[config.mk]
export PLATFORM = sky130hd
export DESIGN_NAME = fft_agu_pipe_flat
export DESIGN_NICKNAME = d
export VERILOG_FILES = /design/src/rtl/fft_pkg.sv /design/src/rtl/fft_agu_pipe_if.sv /design/src/rtl/fft_pipe_delay.sv /design/src/rtl/fft_agu_pipe.sv /design/src/flat_wrapper.sv
export SDC_FILE = /design/constraint.sdc
export NUM_CORES = 1
export LEC_CHECK = 0
export BUFFER_PORTS_ARGS = -buffer_cell sky130_fd_sc_hd__buf_2
export CAP_MARGIN = 20
export CORE_MARGIN = 2
export CORE_UTILIZATION = 39
export CTS_CLUSTER_SIZE = 25
export DETAILED_ROUTE_END_ITERATION = 7
export SLEW_MARGIN = 20
export SYNTH_ARGS = -nofsm -noshare
export SYNTH_HDL_FRONTEND = slang
export SYNTH_HIERARCHICAL = 1
export SYNTH_SLANG_ARGS = --single-unit
[constraint.sdc]
create_clock -name clk -period 7.75 [get_ports clk]
set_input_delay 1.55 -clock clk [delete_from_list [all_inputs] [get_ports clk]]
set_output_delay 1.55 -clock clk [all_outputs]
set_load 0.02 [all_outputs]
[src/rtl/fft_pkg.sv]
// Shared types and helpers for the radix-2 FFT address generator.
package fft_pkg;

  typedef enum logic [1:0] {IDLE, RUN, DRAIN, DONE} state_t;

  // Rotate the low 'width' bits of value left by 'amount' (0 <= amount < width).
  function automatic logic [31:0] rotl(input logic [31:0] value, input int amount, input int width);
    logic [31:0] mask;
    logic [31:0] v;
    mask = (32'd1 << width) - 32'd1;
    v    = value & mask;
    return ((v << amount) | (v >> (width - amount))) & mask;
  endfunction

  // Mask with the top s bits of a width-bit field set.
  function automatic logic [31:0] tw_mask(input int s, input int width);
    logic [31:0] full;
    full = (32'd1 << width) - 32'd1;
    return full & ~((32'd1 << (width - s)) - 32'd1);
  endfunction

endpackage

[src/rtl/fft_agu_pipe_if.sv]
// Control handshake plus RAM/twiddle address bus of the FFT address generator.
interface fft_agu_pipe_if #(
  parameter int LOG_N = 9,
  parameter int STG_W = $clog2(LOG_N + 1)
);
  logic             start;
  logic             abort;
  logic             inverse;
  logic             busy;
  logic             done;
  logic [STG_W-1:0] stage;
  logic             rd_en;
  logic [LOG_N-1:0] rd_addr_a;
  logic [LOG_N-1:0] rd_addr_b;
  logic [LOG_N-2:0] tw_addr;
  logic             tw_conj;
  logic             wr_en;
  logic [LOG_N-1:0] wr_addr_a;
  logic [LOG_N-1:0] wr_addr_b;

  // master: the address generator, which drives the RAM side
  modport master (
    input  start, abort, inverse,
    output busy, done, stage, rd_en, rd_addr_a, rd_addr_b, tw_addr, tw_conj,
           wr_en, wr_addr_a, wr_addr_b
  );

  modport slave (
    output start, abort, inverse,
    input  busy, done, stage, rd_en, rd_addr_a, rd_addr_b, tw_addr, tw_conj,
           wr_en, wr_addr_a, wr_addr_b
  );
endinterface

[src/rtl/fft_pipe_delay.sv]
// Fixed-depth shift register carrying a valid bit and payload; flush drops all valids.
module fft_pipe_delay #(
  parameter int W     = 8,
  parameter int DEPTH = 2
) (
  input  logic         clk,
  input  logic         reset,
  input  logic         flush,
  input  logic         in_valid,
  input  logic [W-1:0] in_data,
  output logic         out_valid,
  output logic [W-1:0] out_data
);

  genvar gi;
  generate
    for (gi = 0; gi < DEPTH; gi++) begin : g_stage
      logic         vld_reg;
      logic [W-1:0] data_reg;
      logic         vld_in;
      logic [W-1:0] data_in;

      if (gi == 0) begin : g_head
        assign vld_in  = in_valid;
        assign data_in = in_data;
      end else begin : g_link
        assign vld_in  = g_stage[gi-1].vld_reg;
        assign data_in = g_stage[gi-1].data_reg;
      end

      always_ff @(posedge clk or posedge reset) begin
        if (reset) begin
          vld_reg  <= 1'b0;
          data_reg <= '0;
        end else begin
          vld_reg  <= vld_in & ~flush;
          data_reg <= data_in;
        end
      end
    end
  endgenerate

  assign out_valid = g_stage[DEPTH-1].vld_reg;
  assign out_data  = g_stage[DEPTH-1].data_reg;

endmodule

[src/rtl/fft_agu_pipe.sv]
// In-place radix-2 FFT sequencer: one butterfly read per clock, writes replayed LAT cycles
// later, with a LAT-cycle drain between stages so no stage reads data still in flight.
module fft_agu_pipe
  import fft_pkg::*;
#(
  parameter int LOG_N = 9,
  parameter int LAT   = 3,
  parameter int STG_W = $clog2(LOG_N + 1)
) (
  input logic            clk,
  input logic            reset,
  fft_agu_pipe_if.master bus
);

  localparam int TW_W = LOG_N - 1;
  localparam int D_W  = (LAT > 1) ? $clog2(LAT) : 1;

  state_t           state_reg;
  logic [STG_W-1:0] s_reg;
  logic [TW_W-1:0]  j_reg;
  logic [D_W-1:0]   d_reg;
  logic             busy_reg;
  logic             done_reg;
  logic             rd_en_reg;
  logic             conj_reg;

  always_ff @(posedge clk or posedge reset) begin
    if (reset) begin
      state_reg <= IDLE;
      s_reg     <= '0;
      j_reg     <= '0;
      d_reg     <= '0;
      busy_reg  <= 1'b0;
      done_reg  <= 1'b0;
      rd_en_reg <= 1'b0;
      conj_reg  <= 1'b0;
    end else if (bus.abort) begin
      state_reg <= IDLE;
      busy_reg  <= 1'b0;
      done_reg  <= 1'b0;
      rd_en_reg <= 1'b0;
    end else begin
      done_reg <= 1'b0;
      case (state_reg)
        IDLE: begin
          if (bus.start) begin
            state_reg <= RUN;
            conj_reg  <= bus.inverse;
            s_reg     <= '0;
            j_reg     <= '0;
            busy_reg  <= 1'b1;
            rd_en_reg <= 1'b1;
          end
        end
        RUN: begin
          if (j_reg == '1) begin
            state_reg <= DRAIN;
            d_reg     <= '0;
            rd_en_reg <= 1'b0;
          end else begin
            j_reg <= j_reg + TW_W'(1);
          end
        end
        DRAIN: begin
          if (d_reg == D_W'(LAT - 1)) begin
            if (s_reg == STG_W'(LOG_N - 1)) begin
              state_reg <= DONE;
              busy_reg  <= 1'b0;
              done_reg  <= 1'b1;
            end else begin
              state_reg <= RUN;
              s_reg     <= s_reg + STG_W'(1);
              j_reg     <= '0;
              rd_en_reg <= 1'b1;
            end
          end else begin
            d_reg <= d_reg + D_W'(1);
          end
        end
        DONE:    state_reg <= IDLE;
        default: state_reg <= IDLE;
      endcase
    end
  end

  logic [LOG_N-1:0] ja;
  logic [LOG_N-1:0] jb;
  logic [LOG_N-1:0] rd_addr_a;
  logic [LOG_N-1:0] rd_addr_b;
  logic [TW_W-1:0]  tw_addr;

  assign ja = {j_reg, 1'b0};
  assign jb = {j_reg, 1'b1};

  // Addresses are forced to zero while not reading so idle outputs stay quiet.
  assign rd_addr_a = rd_en_reg ? LOG_N'(rotl(32'(ja), int'(s_reg), LOG_N)) : '0;
  assign rd_addr_b = rd_en_reg ? LOG_N'(rotl(32'(jb), int'(s_reg), LOG_N)) : '0;
  assign tw_addr   = rd_en_reg ? (j_reg & TW_W'(tw_mask(int'(s_reg), TW_W))) : '0;

  logic [2*LOG_N-1:0] dly_data;
  logic               dly_valid;

  fft_pipe_delay #(
    .W     (2 * LOG_N),
    .DEPTH (LAT)
  ) u_wr_delay (
    .clk       (clk),
    .reset     (reset),
    .flush     (bus.abort),
    .in_valid  (rd_en_reg),
    .in_data   ({rd_addr_a, rd_addr_b}),
    .out_valid (dly_valid),
    .out_data  (dly_data)
  );

  assign bus.busy      = busy_reg;
  assign bus.done      = done_reg;
  assign bus.stage     = s_reg;
  assign bus.rd_en     = rd_en_reg;
  assign bus.rd_addr_a = rd_addr_a;
  assign bus.rd_addr_b = rd_addr_b;
  assign bus.tw_addr   = tw_addr;
  assign bus.tw_conj   = conj_reg;
  assign bus.wr_en     = dly_valid;
  assign bus.wr_addr_a = dly_data[2*LOG_N-1:LOG_N];
  assign bus.wr_addr_b = dly_data[LOG_N-1:0];

endmodule

[src/flat_wrapper.sv]
// flat-port wrapper written by rule: the top's interface ports become plain ports
module fft_agu_pipe_flat import fft_pkg::*;
#(
  parameter int LOG_N = 9,
  parameter int LAT   = 3,
  parameter int STG_W = $clog2(LOG_N + 1)
)
  (clk, reset, bus_start, bus_abort, bus_inverse, bus_busy, bus_done, bus_stage, bus_rd_en, bus_rd_addr_a, bus_rd_addr_b, bus_tw_addr, bus_tw_conj, bus_wr_en, bus_wr_addr_a, bus_wr_addr_b);
  fft_agu_pipe_if #(.LOG_N(LOG_N), .STG_W(STG_W)) bus_i ();
  input logic clk;
  input logic reset;
  input wire logic [$bits(bus_i.start)-1:0] bus_start;
  input wire logic [$bits(bus_i.abort)-1:0] bus_abort;
  input wire logic [$bits(bus_i.inverse)-1:0] bus_inverse;
  output wire logic [$bits(bus_i.busy)-1:0] bus_busy;
  output wire logic [$bits(bus_i.done)-1:0] bus_done;
  output wire logic [$bits(bus_i.stage)-1:0] bus_stage;
  output wire logic [$bits(bus_i.rd_en)-1:0] bus_rd_en;
  output wire logic [$bits(bus_i.rd_addr_a)-1:0] bus_rd_addr_a;
  output wire logic [$bits(bus_i.rd_addr_b)-1:0] bus_rd_addr_b;
  output wire logic [$bits(bus_i.tw_addr)-1:0] bus_tw_addr;
  output wire logic [$bits(bus_i.tw_conj)-1:0] bus_tw_conj;
  output wire logic [$bits(bus_i.wr_en)-1:0] bus_wr_en;
  output wire logic [$bits(bus_i.wr_addr_a)-1:0] bus_wr_addr_a;
  output wire logic [$bits(bus_i.wr_addr_b)-1:0] bus_wr_addr_b;
  assign bus_i.start = bus_start;
  assign bus_i.abort = bus_abort;
  assign bus_i.inverse = bus_inverse;
  assign bus_busy = bus_i.busy;
  assign bus_done = bus_i.done;
  assign bus_stage = bus_i.stage;
  assign bus_rd_en = bus_i.rd_en;
  assign bus_rd_addr_a = bus_i.rd_addr_a;
  assign bus_rd_addr_b = bus_i.rd_addr_b;
  assign bus_tw_addr = bus_i.tw_addr;
  assign bus_tw_conj = bus_i.tw_conj;
  assign bus_wr_en = bus_i.wr_en;
  assign bus_wr_addr_a = bus_i.wr_addr_a;
  assign bus_wr_addr_b = bus_i.wr_addr_b;
  fft_agu_pipe #(.LOG_N(LOG_N), .LAT(LAT), .STG_W(STG_W)) u_core (.clk(clk), .reset(reset), .bus(bus_i));
endmodule
==> summary.md <==
| Metric | Value |
|---|---|
| CTS Buf Count | 9 |
| Complex-gate fraction of the synthesized area | 15.0% |
| Maximum clock path buffer count | 2 |
| FF+latch count, synth | between 70 and 80 |
| Pwr/cell area | 189 mW/mm² |
| Normalized max-slew margin | about a third |
| Fin. Hold Viols | 0 |
| Power consumption | between 0.0008 and 0.0009 W |
| CP peak stage delay | roughly 0.9 ns |
| Cell Area, Synth | 0.00372 mm² |
| FF-to-FF path depth | 6 |
| CP most frequent cell | ha_1 |
| Endpoint type of the worst setup path | output pin |
| Hold Crit Depth | 0 |
| Async SR Flop Fraction | 100% |
| Area Overhead vs Synth | 14.3% |
| Met2 Use GR | 26.3% |
| Post-DP HPWL | just under 6 mm |
| Adder-cell area share of the yosys netlist | roughly 2.7% |
| Setup violators final | 0 |
| Syn_area_per_cell | roughly 11 µm² |
| Final ANT Viol Nets | 0 |
| Die Span Y | 102 µm |
| Leak | 2.04 nW |
| Pin count of the biggest net entering global routing | 58 |
| Xor and xnor area share after synthesis | less than 1% |
| GRT busiest layer | met2 |
| RePlAce Congestion | approximately 0.94 |
| Overall routed net length | ~8.6 mm |
| H-tree depth | 3 |
| Clk Latency, worst-skew pair | between 0.3 and 0.4 ns |
| Mux contribution to synthesized area | under 10% |
| Clock-pin slew on the worst setup and hold paths | ~0.090 ns |
| Cts hold-fix bufs | 0 |
| CTS tree | yes |
| First-pass GRT wire length | ~14 mm |
| GR Util met3 | about 4.8% |
| Max Slew Vio Count | 0 |
| CP Class | reg2out |
| Port Buf Inserts | between 50 and 60 |
| FP Rows | 35 |
| Initial antenna violation count | 0 |
| Critical path data required time | between 6 and 7 ns |
| Starting DRT DRC Count | ~170 |
| Unrepaired setup endpoints after global routing | false |
| Critical Path Fanout Max | 30 |
| Width of the die | slightly above 100 µm |
| Hold crit path type | reg2reg |
| Tcrit/Tclk final | between 70% and 80% |
| Yosys warning count | 6 |
| Max-cap violations | 0 |
| Fraction of layout cells with a size suffix above 1 | 23.2% |
| Largest family of logic cells by synthesized area | simple AND/OR/NAND/NOR gates |
| Status | finished clean |
| Psw | 0.000235 W |
| Setup_tns | 0 ns |
| DRC viols | 0 |
| Worst-margin pin slew | 1.01 ns |
| Clock sink count | between 70 and 80 |
| Fin crit period | approximately 5.4 ns |
| Clk_skew | about 0.011 ns |
| I/O pins | 58 |
| Kind of start point of the critical path | flip-flop |
| Clk pwr share | between 30% and 40% |
| Crit path buf inv count | 3 |
| WP data arrival | just under 4 ns |
| Synth Area in Simple Gates | approximately a fifth |
| EDFF count, synth | 0 |
| Largest register FFs | 36 |
| # fillers | around 860 |
| Initial Util | between 40% and 50% |
| Vias/cell | roughly 5.4 |
| Core Area | 0.00924 mm² |
| Net Sw Frac | roughly 29% |
| Met1 Use GR | roughly 24% |
| Total congestion overflow | 0 |
| Mapped Cells | 351 |
| Root Buffer | clkbuf_8 |
| GRT Total Usage | 17.3% |
| CTS-repair resized insts | 0 |
| ANT cells | 0 |
| Die ar. | just over 0.01 mm² |
| Layout Nets | 409 |
| WL per Instance | ~16 µm |
| Synth unique cells | 64 |
| Routed via count | 2881 |
| Main synth FF type | dfrtp_1 |
| Initial DRT Pass Iterations | 4 |
| Critical-path top delay cell | dfrtp_1 |
| Internal cell power | between 0.0005 and 0.0006 W |
| Crit path cell chain | inv_1, ha_1, ha_1, nor2_1, nand3b_1, ha_1, inv_1, o22ai_1, a221oi_1, buf_2 |
| Max Clk Rate | 184 MHz |
| Maximum VDD drop | just under 0.00008 V |
| Post-CTS Setup Bufs | 0 |
| Seq pwr share | a little over half |
| Sequential area share after synthesis | between 50% and 60% |
| Vias in the first global route | 2688 |
| Final Util | a little under half |
| CP Depth | 10 |
| Top delay family on crit path | adder cells |
| Comb power frac | between 10% and 20% |
| Syn nets | between 300 and 400 |
[worst paths after layout]
kind                                                          start                                         to  slack (ns)
hold reg to reg            u_core/u_wr_delay/g_stage[0].data_reg[7]   u_core/u_wr_delay/g_stage[1].data_reg[7]        0.35
hold / removal             u_core/u_wr_delay/g_stage[0].data_reg[7]   u_core/u_wr_delay/g_stage[1].data_reg[7]        0.35
max in group asynchronous                                     reset                            u_core/j_reg[1]        5.91
min in group asynchronous                                     reset                        u_core/bus.stage[3]        1.34
setup reg to reg                                u_core/bus.stage[1]  u_core/u_wr_delay/g_stage[0].data_reg[12]        4.62
setup / recovery                                u_core/bus.stage[1]                             bus_tw_addr[4]        2.31
[power by group through the flow]
stage	sequential (W)	combinational, W	clock (W)
4_1_cts	0.000436	0.0000828	0.000299
3_3_place_gp	0.000444	0.0000826	0
2_1_floorplan	0.000438	0.0000621	0
6_report	0.000437	0.0000825	0.000287
5_1_grt	0.000440	0.0000907	0.000314
3_5_place_dp	0.000444	0.0000825	0
[layout make-up]
cell class | count | area [µm²] | area share, %
well taps | 129 | 161 | 3.79
repair buffers | 59 | 300 | 7.05
inverters | 14 | 52.6 | 1.23
clock buffers | 9 | 124 | 2.91
multi-input cells | 235 | 1630 | 38.3
clock inverters | 7 | 62.6 | 1.47
flip-flops and latches | 77 | 1930 | 45.3
[worst reg2reg max path: cells and delay by family (launching register included)]
kind,cells,cell delay [ns]
flip-flops,1,0.90
adder cells (fa/ha/maj),1,0.44
buffers and inverters,1,0.45
AO/OA/AOI/OAI,3,0.91
AND/OR/NAND/NOR,1,0.33
[routing by layer]
layer	up-vias	wire length [µm]	share of wire [%]
li1	1364	-	-
met1	1421	3990	47
met2	85	4020	47
met3	11	448	5.2
met4	0	111	1.3
met5	-	0	0
[synth_stat cells (4+ instances only)]
cell type | count | area, µm²
a21oi_1 | 14 | 70.1
a32oi_1 | 4 | 35.0
and2_1 | 4 | 25.0
and3_1 | 4 | 25.0
buf_2 | 10 | 50.1
clkbuf_1 | 12 | 45.0
dfrtp_1 | 77 | 1930
ha_1 | 8 | 100
inv_1 | 14 | 52.6
mux2i_1 | 12 | 120
nand2_1 | 25 | 93.8
nand2b_1 | 7 | 43.8
nand3_1 | 13 | 65.1
nand3b_1 | 4 | 30.0
nor2_1 | 19 | 71.3
nor2b_1 | 8 | 50.1
nor3_1 | 8 | 40.0
nor3b_1 | 4 | 30.0
nor4_1 | 4 | 25.0
o21a_1 | 8 | 60.1
o21ai_0 | 15 | 75.1
o22ai_1 | 4 | 25.0
o31ai_1 | 4 | 30.0
or3_1 | 5 | 31.3
[per-stage QoR]
step	hold slack, ns	setup slack, ns	instances	instance area (µm²)
detailed placement	0.335	2.71	514	4070
global placement	0.332	2.86	514	4070
global route	0.356	2.00	530	4260
floorplan	0.331	3.17	351	3720
CTS	0.352	2.30	530	4260
finish	0.348	2.31	530	4260
[cells in the final DEF, fill, tap and decap left out, types with 5 or more instances in the layout]
master / netlist / routed
dfrtp_1: 77 / 77
nor3_1: 8 / 8
nand3_1: 13 / 13
ha_1: 8 / 8
o21a_1: 8 / 8
nand2b_1: 7 / 7
clkbuf_8: 0 / 9
nor2_1: 19 / 19
mux2i_1: 12 / 12
a21oi_1: 14 / 14
nand2_1: 25 / 25
buf_2: 10 / 57
inv_1: 14 / 13
or3_1: 5 / 5
nor2b_1: 8 / 8
o21ai_0: 15 / 15
[cells by family (layout without fill, tap and decap cells)]
kind of cell,Yosys count,after routing
xor+xnor,2,2
buf+inv,39,89
compound gates,79,79
flops,77,77
mux,18,18
fa+ha+maj,8,8
simple gates,128,128
No activity file was read; power rests on OpenSTA's default activity.
